`config.mk`:
```
export PLATFORM = sky130hd
export DESIGN_NAME = if_fetch_unit
export DESIGN_NICKNAME = d
export VERILOG_FILES = /design/src/rtl/rv_pipe_pkg.sv /design/src/rtl/if_hold_buffer.sv /design/src/rtl/if_fetch_unit.sv
export SDC_FILE = /design/constraint.sdc
export NUM_CORES = 1
export LEC_CHECK = 0
export ABC_AREA = 1
export ABC_CLOCK_PERIOD_IN_PS = 2050
export BUFFER_PORTS_ARGS = -buffer_cell sky130_fd_sc_hd__buf_2
export CAP_MARGIN = 20
export CORE_ASPECT_RATIO = 1.25
export CORE_UTILIZATION = 55
export DETAILED_ROUTE_END_ITERATION = 7
export PLACE_DENSITY = 0.8
export SLEW_MARGIN = 15
export SYNTH_ARGS = -nofsm -noshare
export SYNTH_HDL_FRONTEND = slang
export SYNTH_SLANG_ARGS = --single-unit
```
`constraint.sdc`:
```
create_clock -name clk -period 2.05 [get_ports clk]
set_input_delay 0.3075 -clock clk [delete_from_list [all_inputs] [get_ports clk]]
set_output_delay 0.3075 -clock clk [all_outputs]
set_load 0.02 [all_outputs]
```
`src/rtl/rv_pipe_pkg.sv`:
```
// Shared pipeline definitions: default widths, the IF/ID bubble word,
// base opcodes and the fetch FSM state encoding.
package rv_pipe_pkg;

  localparam int          DEFAULT_XLEN = 32;
  localparam logic [31:0] BUBBLE_WORD  = 32'h0000_0000;

  // ID treats opcode 0 as a bubble, so a cleared IF/ID register is harmless.
  localparam logic [6:0] OPC_BUBBLE = 7'b0000000;
  localparam logic [6:0] OPC_LOAD   = 7'b0000011;
  localparam logic [6:0] OPC_OPIMM  = 7'b0010011;
  localparam logic [6:0] OPC_AUIPC  = 7'b0010111;
  localparam logic [6:0] OPC_STORE  = 7'b0100011;
  localparam logic [6:0] OPC_OP     = 7'b0110011;
  localparam logic [6:0] OPC_LUI    = 7'b0110111;
  localparam logic [6:0] OPC_BRANCH = 7'b1100011;
  localparam logic [6:0] OPC_JALR   = 7'b1100111;
  localparam logic [6:0] OPC_JAL    = 7'b1101111;

  typedef enum logic [1:0] {
    ST_IDLE  = 2'd0,
    ST_FETCH = 2'd1,
    ST_WAIT  = 2'd2,
    ST_HOLD  = 2'd3
  } fetch_state_e;

endpackage

```
`src/rtl/if_hold_buffer.sv`:
```
// One-entry skid buffer holding a returned instruction while ID is stalled.
// Clear wins over load, load wins over consume.
module if_hold_buffer
  import rv_pipe_pkg::*;
#(
  parameter int XLEN = DEFAULT_XLEN
) (
  input  logic            clk,
  input  logic            rst_n,
  input  logic            i_load,
  input  logic [31:0]     i_instr,
  input  logic [XLEN-1:0] i_pc,
  input  logic            i_consume,
  input  logic            i_clear,
  output logic [31:0]     o_instr,
  output logic [XLEN-1:0] o_pc,
  output logic            o_valid
);

  logic [31:0]     r_instr;
  logic [XLEN-1:0] r_pc;
  logic            r_valid;

  always_ff @(posedge clk) begin
    if (!rst_n) begin
      r_valid <= 1'b0;
      r_instr <= BUBBLE_WORD;
      r_pc    <= '0;
    end else if (i_clear) begin
      r_valid <= 1'b0;
    end else if (i_load) begin
      r_valid <= 1'b1;
      r_instr <= i_instr;
      r_pc    <= i_pc;
    end else if (i_consume) begin
      r_valid <= 1'b0;
    end
  end

  assign o_instr = r_instr;
  assign o_pc    = r_pc;
  assign o_valid = r_valid;

endmodule

```
`src/rtl/if_fetch_unit.sv`:
```
// Instruction fetch stage plus IF/ID register: single-outstanding imem port,
// stall/flush handling from ID and branch redirects from ID/EX.
module if_fetch_unit
  import rv_pipe_pkg::*;
#(
  parameter int              XLEN     = DEFAULT_XLEN,
  parameter logic [XLEN-1:0] RESET_PC = '0,
  parameter logic [31:0]     BUBBLE   = BUBBLE_WORD
) (
  input  logic            clk,
  input  logic            rst_n,
  input  logic            pc_write,
  input  logic            ifid_write,
  input  logic            if_flush,
  input  logic            redirect_valid,
  input  logic [XLEN-1:0] redirect_pc,
  output logic            imem_req,
  output logic [XLEN-1:0] imem_addr,
  input  logic            imem_ready,
  input  logic            imem_rvalid,
  input  logic [31:0]     imem_rdata,
  output logic [31:0]     ifid_instr,
  output logic [XLEN-1:0] ifid_pc,
  output logic            ifid_valid
);

  localparam logic [XLEN-1:0] ALIGN_MASK = {{(XLEN-2){1'b1}}, 2'b00};
  localparam logic [XLEN-1:0] PC_STEP    = XLEN'(4);

  fetch_state_e    r_state;
  logic [XLEN-1:0] r_pc;
  logic [XLEN-1:0] r_req_pc;
  logic            r_stale;
  logic [31:0]     r_ifid_instr;
  logic [XLEN-1:0] r_ifid_pc;
  logic            r_ifid_valid;

  logic            w_req;
  logic            w_accept;
  logic            w_resp;
  logic            w_resp_live;
  logic            w_buf_load;
  logic            w_buf_consume;
  logic [31:0]     w_buf_instr;
  logic [XLEN-1:0] w_buf_pc;
  logic            w_buf_valid;
  logic [XLEN-1:0] w_redirect_pc;

  assign w_req         = rst_n && (r_state == ST_FETCH) && pc_write;
  assign w_accept      = w_req && imem_ready;
  assign w_resp        = (r_state == ST_WAIT) && imem_rvalid;
  // A response is only usable if it belongs to the current path.
  assign w_resp_live   = w_resp && !r_stale && !redirect_valid;
  assign w_buf_load    = w_resp_live && !ifid_write;
  assign w_buf_consume = w_buf_valid && ifid_write;
  assign w_redirect_pc = redirect_pc & ALIGN_MASK;

  if_hold_buffer #(.XLEN(XLEN)) u_hold_buffer (
    .clk      (clk),
    .rst_n    (rst_n),
    .i_load   (w_buf_load),
    .i_instr  (imem_rdata),
    .i_pc     (r_req_pc),
    .i_consume(w_buf_consume),
    .i_clear  (redirect_valid),
    .o_instr  (w_buf_instr),
    .o_pc     (w_buf_pc),
    .o_valid  (w_buf_valid)
  );

  // Redirect overrides everything; a request still in flight afterwards is
  // marked stale so its response is dropped when it eventually returns.
  always_ff @(posedge clk) begin
    if (!rst_n) begin
      r_state  <= ST_IDLE;
      r_pc     <= RESET_PC;
      r_req_pc <= '0;
      r_stale  <= 1'b0;
    end else if (redirect_valid) begin
      r_pc <= w_redirect_pc;
      if (w_accept || ((r_state == ST_WAIT) && !imem_rvalid)) begin
        r_stale <= 1'b1;
        r_state <= ST_WAIT;
      end else begin
        r_stale <= 1'b0;
        r_state <= ST_FETCH;
      end
    end else begin
      case (r_state)
        ST_IDLE: r_state <= ST_FETCH;
        ST_FETCH: begin
          if (w_accept) begin
            r_req_pc <= r_pc;
            r_pc     <= r_pc + PC_STEP;
            r_stale  <= 1'b0;
            r_state  <= ST_WAIT;
          end
        end
        ST_WAIT: begin
          if (imem_rvalid) begin
            r_stale <= 1'b0;
            r_state <= (r_stale || ifid_write) ? ST_FETCH : ST_HOLD;
          end
        end
        ST_HOLD: begin
          if (ifid_write) r_state <= ST_FETCH;
        end
        default: r_state <= ST_IDLE;
      endcase
    end
  end

  // The buffer and a live response never coexist, so their order is moot.
  always_ff @(posedge clk) begin
    if (!rst_n) begin
      r_ifid_instr <= BUBBLE;
      r_ifid_pc    <= '0;
      r_ifid_valid <= 1'b0;
    end else if (ifid_write) begin
      if (if_flush || redirect_valid) begin
        r_ifid_instr <= BUBBLE;
        r_ifid_pc    <= '0;
        r_ifid_valid <= 1'b0;
      end else if (w_buf_valid) begin
        r_ifid_instr <= w_buf_instr;
        r_ifid_pc    <= w_buf_pc;
        r_ifid_valid <= 1'b1;
      end else if (w_resp_live) begin
        r_ifid_instr <= imem_rdata;
        r_ifid_pc    <= r_req_pc;
        r_ifid_valid <= 1'b1;
      end else begin
        r_ifid_instr <= BUBBLE;
        r_ifid_pc    <= '0;
        r_ifid_valid <= 1'b0;
      end
    end
  end

  assign imem_req   = w_req;
  assign imem_addr  = r_pc;
  assign ifid_instr = r_ifid_instr;
  assign ifid_pc    = r_ifid_pc;
  assign ifid_valid = r_ifid_valid;

endmodule

```
==> results of run 1 <==
==> cell families after synthesis <==
logic type / count (synthesis) / share of synthesized area
and+or+nand+nor: 475 / 0.234
AOI/OAI and AO/OA: 344 / 0.209
buffers and inverters: 203 / 0.0982
other: 1 / 0.000445
DFF: 189 / 0.449
xor gates and xnor gates: 2 / 0.00208
adders and majority gates: 5 / 0.00743
==> per-layer routing <==
layer  track usage  vias to the layer above
li1              -                     4224
met1         0.357                     3712
met2         0.442                      315
met3        0.0541                       29
met4        0.0814                        0
met5             0                        -
==> final cells by class <==
type | instances | share of cell area
Clock buffer | 20 | 0.0458
Inverter | 115 | 0.0443
Timing Repair Buffer | 186 | 0.110
Clock inverter | 11 | 0.0118
Sequential cell | 189 | 0.379
Tap cell | 182 | 0.0228
Multi-Input combinational cell | 830 | 0.386
==> report_power, final <==
part | switching [mW] | leakage (nW) | internal (mW)
Combinational | 0.400 | 2.15 | 0.203
Clock | 1.40 | 0.282 | 1.85
Sequential | 0.0717 | 1.53 | 3.74
==> registers in the layout, indices dropped and copies added, names as in the netlist <==
signal and cells:
ifid_pc 30, imem_addr 30, r_req_pc 30, ifid_valid 1, r_state 2, ifid_instr 32, u_hold_buffer.o_valid 1, u_hold_buffer.o_instr 32
r_stale 1, u_hold_buffer.o_pc 30
==> synthesized netlist by cell type (2+ instances only) <==
master / n
sky130_fd_sc_hd__inv_1: 109
sky130_fd_sc_hd__o21ai_1: 16
sky130_fd_sc_hd__ha_1: 5
sky130_fd_sc_hd__a31oi_1: 7
sky130_fd_sc_hd__a211oi_1: 3
sky130_fd_sc_hd__o221ai_1: 2
sky130_fd_sc_hd__nor2_1: 77
sky130_fd_sc_hd__buf_4: 5
sky130_fd_sc_hd__nand2_1: 274
sky130_fd_sc_hd__o211ai_1: 4
sky130_fd_sc_hd__xor2_1: 2
sky130_fd_sc_hd__nand3_1: 110
sky130_fd_sc_hd__inv_2: 6
sky130_fd_sc_hd__dfxtp_1: 189
sky130_fd_sc_hd__buf_2: 31
sky130_fd_sc_hd__nor3_1: 6
sky130_fd_sc_hd__nand4_1: 2
sky130_fd_sc_hd__buf_1: 8
sky130_fd_sc_hd__clkbuf_1: 43
sky130_fd_sc_hd__o21ai_0: 144
sky130_fd_sc_hd__a21oi_1: 166
sky130_fd_sc_hd__nor2_2: 2
==> repair_timing <==
action	in CTS	in global routing
setup endpoints to repair	0	21
hold buffers	0	0
gates resized for setup	0	8
==> critical path, stage by stage, from the launching register on <==
cell                       delay (ns)
sky130_fd_sc_hd__dfxtp_1         0.33
sky130_fd_sc_hd__inv_1           0.10
sky130_fd_sc_hd__ha_2            0.22
sky130_fd_sc_hd__nand2_1         0.07
sky130_fd_sc_hd__nor2_2          0.09
sky130_fd_sc_hd__nand2_1         0.13
sky130_fd_sc_hd__buf_6           0.19
sky130_fd_sc_hd__nor2_8          0.15
sky130_fd_sc_hd__inv_4           0.09
sky130_fd_sc_hd__buf_4           0.17
sky130_fd_sc_hd__o221ai_1        0.15
sky130_fd_sc_hd__a21oi_1         0.06
==> through the flow <==
step                       util  std cells  area, sq um  setup WS, ns  hold slack [ns]
after floorplan               -       1222         8430         0.258            0.399
after global placement    0.625       1501         9350         0.138            0.433
after detailed placement  0.625       1501         9350        0.0841            0.441
after CTS                 0.664       1532         9920        0.0719           0.0818
after global routing      0.667       1533         9970        0.0124            0.100
final                     0.667       1533         9970         0.180           0.0970
==> cells in the final DEF (no fill, tap or decap), drive strengths merged <==
| master | n |
|---|---|
| bufinv | 2 |
| and2 | 1 |
| xor2 | 2 |
| conb | 4 |
| a211oi | 3 |
| nor2 | 80 |
| a31oi | 7 |
| ha | 5 |
| clkbuf | 21 |
| nand4 | 2 |
| clkinv | 7 |
| inv | 114 |
| a21oi | 166 |
| o21ai | 160 |
| a2111oi | 1 |
| buf | 185 |
| nand3 | 110 |
| clkinvlp | 3 |
| o221ai | 2 |
| o211ai | 4 |
| nor3 | 7 |
| nand2 | 274 |
| dfxtp | 189 |
| o31ai | 1 |
| nand3b | 1 |
==> worst max-delay path by stage <==
stage	endpoint	slack, ns
floorplan	imem_addr[2]	0.26
global placement	imem_addr[5]	0.14
detailed placement	imem_addr[5]	0.08
CTS	imem_addr[5]	0.07
global route	imem_addr[27]	0.01
finish	imem_addr[2]	0.18
==> flow_summary.json, run 1 <==
{
  "die_h_um": 140,
  "total_power_divided_by_cell_area_nw_per_um2": 769,
  "clock_tree.root_cell": "sky130_fd_sc_hd__clkbuf_16",
  "power_mw": 7.66,
  "h-tree-depth": 4,
  "grt_overflow_total": 0,
  "hold_path_sink": "u_hold_buffer.o_valid",
  "static-leakage-power_nw": 3.96,
  "grt_usage": 0.270,
  "critical_path.max_fanout": 9,
  "timing_hold_violations_final": 0,
  "r2r.worst_path.cells": 11,
  "ys_top_cells_by_area": "sky130_fd_sc_hd__dfxtp_1 (45%), sky130_fd_sc_hd__nand2_1 (12%), sky130_fd_sc_hd__a21oi_1 (9.9%)",
  "pin_count": 170,
  "grt_max_degree": 103,
  "highest_layer": "met4",
  "drc": 0,
  "initial_utilization": 0.563,
  "post_synth_instance_area_sq_um": 8420,
  "net_count_final": 1416,
  "die_width_um": 113,
  "postCtsSetupBuffers": 0,
  "core_region_area_sq_um": 15000,
  "drt-initial-drc-count": 768,
  "synthCells": 1219,
  "max_slew.worst_pin.slew_ns": 1.04,
  "synth_largest_type_area_fraction": 0.449,
  "final-setup-viol-count": 0,
  "final_min_period_over_clock_period": 0.912,
  "flip_flop_and_latch_count_after_synthesis": 189,
  "via_count_of_the_first_global_routing_pass": 7169,
  "startpoint_type": "flop",
  "rows": 50,
  "place.port_buffers": 163,
  "vias": 8280,
  "ant_nets": 0,
  "synthesis.yosys.warnings": 0,
  "wire_length_of_the_first_global_routing_pass_mm": 34.7,
  "hold_path_depth": 2,
  "worstSetupEndpointType": "flop",
  "number_of_enable_type_register_cells_in_the_synthesized_netlist": 0,
  "synth_top_flop_cell": "sky130_fd_sc_hd__dfxtp_1",
  "timing.critical_path.required_ns": 2.37,
  "die_area_sq_um": 15800,
  "dpl.hpwl_mm": 13.8,
  "synth_area_per_cell_sq_um": 6.91,
  "reg2reg_from": "r_state[1]",
  "gp_routability_congestion": 0.989,
  "insertion_delay_ns": 0.43,
  "grt_setup_unrepaired": "false",
  "clk_pin_slew_ns": 0.07,
  "synth_cell_types": 30,
  "min_from": "ifid_write",
  "wire_per_inst_um": 14.0,
  "seq_area_sq_um": 3780,
  "skew_ns": 0.00900,
  "cts_tree": "yes",
  "clock-sinks": 189,
  "route.met3.wl_mm": 1.40,
  "cts_inserted_buffers": 17,
  "slew_viol_final": 0,
  "worst_setup_path_startpoint": "r_state[1]",
  "area.growth.synth_to_final_pct": 18.4,
  "n_fill_cell": 1359,
  "timing.hold.worst.class": "in -> reg",
  "slew_headroom": 0.309,
  "detailed_routing_iterations_pass_1": 5,
  "setup_total_negative_slack_ns": 0,
  "crit-reg2reg-capture": "imem_addr[2]",
  "cts_max_path_buffers": 2,
  "run_status": "finished clean",
  "async_flop_share": 0,
  "multi_input_comb_area_sq_um": 3850,
  "mean_number_of_vias_per_cell": 5.40,
  "antenna_found_initial": 0,
  "synth_seq_area_share": 0.449,
  "reported_max_cap_violation_count": 0,
  "cp_data_arrival_time_ns": 2.19,
  "ir_worst_vdd_mv": 0.480,
  "met1_wire_length_mm": 9.65,
  "routed-wl-met2_mm": 10.0,
  "ratio_of_cells_with_drive_above_1_in_the_final_layout": 0.171,
  "routed_wirelength_mm": 21.4,
  "worstSetupPathType": "reg -> reg",
  "post-route-min-period_ns": 1.87,
  "max_freq_ghz": 0.535,
  "antenna_cells_inserted": 0,
  "setup.reg_to_reg.worst_slack_ns": 0.18,
  "synth_top_area_cell": "sky130_fd_sc_hd__dfxtp_1"
}
(Power assumes the default switching activity.)
==> run 2: changes to the inputs <==
CORE_UTILIZATION = 57   (was 55)
CTS_BUF_LIST = sky130_fd_sc_hd__clkbuf_2 sky130_fd_sc_hd__clkbuf_4 sky130_fd_sc_hd__clkbuf_8   (was default)
MAX_ROUTING_LAYER = met4   (was default)
PLACE_DENSITY = 0.82   (was 0.8)
==> run 2 against run 1 <==
  * Utilization up 1.2 points
  * Fmax down 1.4%
  * Final area is 1.9% lower
  * Register-to-register slack worse by 0.03 ns
  * Largest power group unchanged
  * Largest cell class unchanged
  * Clock power shrank 26%
  * Via count stayed put
  * Worst hold slack lost 0.028 ns
  * Critical path type unchanged
  * Critical endpoint unchanged
  * Flip-flop and latch count did not move
  * Sequential power barely moved
  * Sequential share of layout area rose by 0.73 points
==> flow_summary.json, run 2 (same netlist as run 1, synthesis figures left out) <==
{
  "pin_count": 170,
  "skew_ns": 0.0131,
  "detailed_routing_iterations_pass_1": 5,
  "slew_viol_final": 0,
  "place.port_buffers": 163,
  "initial_utilization": 0.585,
  "die_width_um": 111,
  "final_min_period_over_clock_period": 0.925,
  "timing_hold_violations_final": 0,
  "wire_per_inst_um": 14.2,
  "post-route-min-period_ns": 1.90,
  "max_freq_ghz": 0.527,
  "seq_area_sq_um": 3780,
  "multi_input_comb_area_sq_um": 3850,
  "worstPathBufferInverterCount": 4,
  "finished_layout_cell_area_sq_um": 9780,
  "clock-sinks": 189,
  "worst_setup_slack_before_clock_tree_synthesis_ns": 0.0421,
  "insertion_delay_ns": 0.48,
  "drc": 0,
  "core_region_area_sq_um": 14400,
  "ir_worst_vdd_mv": 0.439,
  "mostFrequentLayoutCell": "sky130_fd_sc_hd__nand2_1",
  "layout_common_cells": "sky130_fd_sc_hd__nand2_1 (273), sky130_fd_sc_hd__dfxtp_1 (189), sky130_fd_sc_hd__a21oi_1 (166), sky130_fd_sc_hd__buf_2 (163), sky130_fd_sc_hd__o21ai_0 (144)",
  "cpPeakStageDelay_ns": 0.33,
  "n_fill_cell": 1296,
  "antenna_cells_inserted": 0,
  "ratio_of_cells_with_drive_above_1_in_the_final_layout": 0.174,
  "critical_path.max_fanout": 9,
  "total_power_divided_by_cell_area_nw_per_um2": 697,
  "cp_top_family": "buffers and inverters",
  "worstSetupPathType": "reg -> reg",
  "max_slew.worst_pin.slew_ns": 1.01,
  "vias": 8280,
  "net_count_final": 1418,
  "area.growth.synth_to_final_pct": 16.1,
  "wire_length_of_the_first_global_routing_pass_mm": 34.1,
  "path_common_cell": "sky130_fd_sc_hd__nand2_1",
  "static-leakage-power_nw": 3.87,
  "timing.critical_path.required_ns": 2.41,
  "mean_number_of_vias_per_cell": 5.40,
  "grt_usage": 0.285,
  "clock_tree.root_cell": "sky130_fd_sc_hd__clkbuf_8",
  "cp_data_arrival_time_ns": 2.26,
  "antenna_found_initial": 0,
  "dpl.hpwl_mm": 14.0,
  "rows": 49,
  "startpoint_type": "flop",
  "final-setup-viol-count": 0,
  "grt_setup_unrepaired": "false",
  "slew_headroom": 0.330,
  "clk_pin_slew_ns": 0.09,
  "number_of_buffers_inserted_for_hold_repair_after_clock_tree_synthesis": 0,
  "die_area_sq_um": 15300,
  "grt_overflow_total": 0,
  "grt_max_degree": 103,
  "run_status": "finished clean",
  "die_h_um": 138,
  "routed_wirelength_mm": 21.8,
  "cpMaxStageDelayCell": "sky130_fd_sc_hd__dfxtp_1",
  "via_count_of_the_first_global_routing_pass": 6960,
  "timing.hold.worst.class": "in -> reg",
  "final_critical_path_setup_slack_ns": 0.153,
  "reported_max_cap_violation_count": 0,
  "ant_nets": 0,
  "setup.reg_to_reg.worst_slack_ns": 0.15,
  "cts_tree": "yes",
  "cp_cell_sequence": "inv_1, ha_2, nand2_1, nor2_2, nand2_1, buf_6, nor2_8, inv_2, buf_4, o221ai_1, a21oi_1",
  "h-tree-depth": 4,
  "cts_max_path_buffers": 2,
  "post_dp_cell_area_sq_um": 9330,
  "worstSetupEndpointType": "flop",
  "cts_inserted_buffers": 17,
  "setup_total_negative_slack_ns": 0,
  "drt-initial-drc-count": 876,
  "gp_routability_congestion": 0.968
}
-- run 2: cell types whose count changed in the layout (fill, tap and decap cells not counted), moves of 2 or more --
cell,previous run,this run
sky130_fd_sc_hd__clkbuf_8,2,21
sky130_fd_sc_hd__clkbuf_16,18,1
sky130_fd_sc_hd__buf_6,1,3
sky130_fd_sc_hd__clkinvlp_4,3,5
-- run 2: repair_timing --
item | 4_1_cts | 5_1_grt
resized for setup | 0 | 9
endpoints found under the hold margin | 0 | 0
buffers inserted | 0 | 1
endpoints found under the setup margin | 0 | 19
-- run 2: cell type report --
| cell class | count | share of cell area |
|---|---|---|
| Timing Repair Buffer | 187 | 0.112 |
| Multi-Input combinational cell | 830 | 0.393 |
| Timing Repair inverter | 1 | 0.000512 |
| Clock buffer | 22 | 0.0303 |
| Tap cell | 178 | 0.0228 |
| Inverter | 115 | 0.0449 |
| Sequential cell | 189 | 0.387 |
| Clock inverter | 10 | 0.00908 |
-- run 2: power breakdown --
| group | switching (mW) | internal, mW |
|---|---|---|
| logic | 0.402 | 0.204 |
| clock network | 1.30 | 1.10 |
| registers | 0.0735 | 3.74 |
| total | 1.78 | 5.04 |
-- run 2: per-stage QoR --
step / instances / hold WS (ns) / total power [mW] / util
final: 1532 / 0.0695 / 6.82 / 0.679
after floorplan: 1222 / 0.399 / 4.26 / -
after global placement: 1497 / 0.433 / 4.48 / 0.648
after CTS: 1529 / 0.0531 / 6.83 / 0.675
after global routing: 1532 / 0.0601 / 7.07 / 0.679
after detailed placement: 1497 / 0.439 / 4.49 / 0.648
-- run 2: final timing paths --
check,endpoint,start,cells after the start
min reg2reg,u_hold_buffer.o_pc[8],u_hold_buffer.o_pc[8],2
max,imem_addr[2],r_state[1],11
min,u_hold_buffer.o_valid,ifid_write,2
max reg2reg,imem_addr[2],r_state[1],11
-- run 2: metal layers --
metal	routed length, um	global-route usage	part of all wire
met3	1180	0.0450	0.054
met5	0	-	0
met1	9840	0.367	0.45
met4	447	0.102	0.020
met2	10300	0.456	0.47
==> run 3: changes to the inputs <==
ABC_AREA = default   (was 1)
==> run 3 against run 2 <==
  * Flip-flop and latch count stayed put
  * Critical path type unchanged
  * Area after synthesis is 0.89% lower
  * Clock skew is 0.0016 ns higher
  * Via count is 12% lower
  * Synthesized cell count is 23% lower
  * Largest power group unchanged
  * Worst hold slack better by 0.040 ns
==> flow_summary.json, run 3 <==
{
  "synth_top_flop_cell": "sky130_fd_sc_hd__dfxtp_1",
  "post-route-min-period_ns": 1.95,
  "reported_max_cap_violation_count": 0,
  "cts.repair.resized": 0,
  "static-leakage-power_nw": 3.75,
  "net_count_final": 1169,
  "die_h_um": 137,
  "final-setup-viol-count": 0,
  "r2r.worst_path.cells": 5,
  "layout_common_cells": "sky130_fd_sc_hd__nand2_1 (202), sky130_fd_sc_hd__dfxtp_1 (184), sky130_fd_sc_hd__buf_2 (162), sky130_fd_sc_hd__a21boi_0 (93), sky130_fd_sc_hd__and2_1 (63)",
  "crit-reg2reg-capture": "imem_addr[23]",
  "clk_pin_slew_ns": 0.10,
  "setup_total_negative_slack_ns": 0,
  "routed_wirelength_mm": 19.5,
  "grt_setup_unrepaired": "false",
  "cp_cell_sequence": "nand4_2, or4_4, buf_6, or4_1, a31oi_1",
  "worstSetupEndpointType": "flop",
  "wire_per_inst_um": 15.2,
  "postCtsSetupBuffers": 0,
  "die_area_sq_um": 15100,
  "timing_hold_violations_final": 0,
  "hold_path_depth": 3,
  "worstPathBufferInverterCount": 1,
  "slew_headroom": 0.433,
  "cp_data_arrival_time_ns": 2.32,
  "power.share.sequential": 0.553,
  "setup.reg_to_reg.worst_slack_ns": 0.1,
  "dpl.hpwl_mm": 13.1,
  "grt_max_degree": 103,
  "clkPwrFrac": 0.357,
  "cts_tree": "yes",
  "mean_number_of_vias_per_cell": 5.69,
  "critical_path.max_fanout": 17,
  "insertion_delay_ns": 0.45,
  "cts_inserted_buffers": 17,
  "wire_length_of_the_first_global_routing_pass_mm": 30.7,
  "startpoint_type": "flop",
  "synth_cell_types": 48,
  "final_min_period_over_clock_period": 0.952,
  "async_flop_share": 0,
  "number_of_buffers_inserted_for_hold_repair_after_clock_tree_synthesis": 0,
  "gp_routability_congestion": 0.905,
  "hold_path_sink": "u_hold_buffer.o_instr[25]",
  "switching_share_of_power": 0.245,
  "ant_nets": 0,
  "min_from": "imem_rdata[25]",
  "initial_utilization": 0.582,
  "die_width_um": 110,
  "cts_max_path_buffers": 2,
  "timing.critical_path.required_ns": 2.42,
  "core_region_area_sq_um": 14300,
  "flip_flop_and_latch_count_after_synthesis": 189,
  "mostFrequentLayoutCell": "sky130_fd_sc_hd__nand2_1",
  "synth_seq_area_share": 0.453,
  "drc": 0,
  "run_status": "finished clean",
  "synthMostInstantiatedCell": "sky130_fd_sc_hd__nand2_1",
  "timing.hold.worst.class": "in -> reg",
  "worstSetupPathType": "reg -> reg",
  "ys_top_cells_by_area": "sky130_fd_sc_hd__dfxtp_1 (45%), sky130_fd_sc_hd__nand2_1 (9.1%), sky130_fd_sc_hd__a21boi_0 (8.4%)",
  "place.port_buffers": 163,
  "post_synth_instance_area_sq_um": 8350,
  "grt_overflow_total": 0,
  "grt_usage": 0.262,
  "slew_viol_final": 0,
  "ir_worst_vdd_mv": 0.509,
  "max_slew.worst_pin.slew_ns": 0.851,
  "pin_count": 170,
  "synthCells": 936,
  "max_freq_ghz": 0.512,
  "synth.top_cells.by_count": "sky130_fd_sc_hd__nand2_1 (202), sky130_fd_sc_hd__dfxtp_1 (189), sky130_fd_sc_hd__a21boi_0 (93)",
  "rows": 49,
  "detailed_routing_iterations_pass_1": 4,
  "number_of_enable_type_register_cells_in_the_synthesized_netlist": 0,
  "clock_tree.root_cell": "sky130_fd_sc_hd__clkbuf_8",
  "via_count_of_the_first_global_routing_pass": 6569,
  "synth_top_area_cell": "sky130_fd_sc_hd__dfxtp_1",
  "drt-initial-drc-count": 453,
  "total_power_divided_by_cell_area_nw_per_um2": 684,
  "ratio_of_cells_with_drive_above_1_in_the_final_layout": 0.241,
  "reg2reg_from": "imem_addr[6]",
  "internal-power_mw": 5.16,
  "cpPeakStageDelay_ns": 0.55,
  "skew_ns": 0.0148,
  "area.growth.synth_to_final_pct": 19.8,
  "cpMaxStageDelayCell": "sky130_fd_sc_hd__or4_4",
  "power_frac_comb": 0.090,
  "synth_area_per_cell_sq_um": 8.92,
  "clock-sinks": 189,
  "h-tree-depth": 4,
  "cp_top_family": "simple AND/OR/NAND/NOR gates",
  "finished_layout_cell_area_sq_um": 10000,
  "post_dp_cell_area_sq_um": 9570,
  "synthesis.yosys.warnings": 0,
  "vias": 7309,
  "switching_component_of_the_power_mw": 1.68,
  "synth_largest_type_area_fraction": 0.453,
  "antenna_found_initial": 1
}
-- run 3: layout make-up --
type / count / area, sq um
Fill cell: 1159 / 4350
Inverter: 8 / 30.0
Multi-Input combinational cell: 664 / 4280
Sequential cell: 189 / 3790
Timing Repair Buffer: 212 / 1280
Clock inverter: 9 / 113
Antenna cell: 1 / 2.50
Clock buffer: 23 / 279
Tap cell: 178 / 223
-- run 3: kinds of logic (layout without fill, tap and decap cells) --
| family | after synthesis | in the layout | synth area share |
|---|---|---|---|
| and+or+nand+nor | 345 | 345 | 0.198 |
| xor gates and xnor gates | 7 | 7 | 0.00734 |
| DFF | 189 | 189 | 0.453 |
| buffers and inverters | 86 | 252 | 0.0415 |
| AOI/OAI and AO/OA | 241 | 241 | 0.217 |
| other | 1 | 5 | 0.000449 |
| adders and majority gates | 5 | 5 | 0.00749 |
| muxes | 62 | 62 | 0.0743 |
-- run 3: through the flow --
stage	utilization	hold WS (ns)	instances	setup WS [ns]	total power, mW
4_1_cts	0.695	0.0871	1283	0.0537	6.88
2_1_floorplan	-	0.443	939	0.00685	4.21
3_5_place_dp	0.667	0.458	1251	0.0519	4.48
3_3_place_gp	0.667	0.450	1251	0.139	4.47
5_1_grt	0.697	0.0910	1284	0.00553	7.09
6_report	0.697	0.109	1284	0.0982	6.84
-- run 3: power by group through the flow --
stage | logic, mW | registers, mW | clock network [mW]
floorplan | 0.289 | 3.92 | 0
global route | 0.679 | 3.79 | 2.62
global placement | 0.606 | 3.86 | 0
detailed placement | 0.614 | 3.86 | 0
finish | 0.618 | 3.78 | 2.44
CTS | 0.616 | 3.78 | 2.48
-- run 3: worst max-delay path by stage --
stage / start / end / slack [ns] / cells past startpoint
global placement: r_state[1] / imem_addr[16] / 0.14 / 6
floorplan: imem_addr[6] / imem_addr[23] / 0.007 / 5
finish: imem_addr[6] / imem_addr[23] / 0.1 / 5
CTS: r_state[0] / u_hold_buffer.o_pc[14] / 0.05 / 8
detailed placement: r_state[0] / u_hold_buffer.o_pc[14] / 0.05 / 8
global route: imem_addr[6] / imem_addr[23] / 0.006 / 5
-- run 3: routing by layer --
| layer | GRT usage | vias to the layer above | routed length [um] | share of wire |
|---|---|---|---|---|
| li1 | - | 3599 | - | - |
| met1 | 0.326 | 3449 | 8600 | 0.44 |
| met2 | 0.431 | 245 | 9370 | 0.48 |
| met3 | 0.0459 | 16 | 1250 | 0.064 |
| met4 | 0.0833 | 0 | 309 | 0.016 |
| met5 | - | - | 0 | 0 |
-- run 3: tightest hold or removal path, cell delays in order --
cell and delay [ns]:
sky130_fd_sc_hd__buf_2 0.10, sky130_fd_sc_hd__nand2_1 0.04, sky130_fd_sc_hd__a21boi_0 0.06
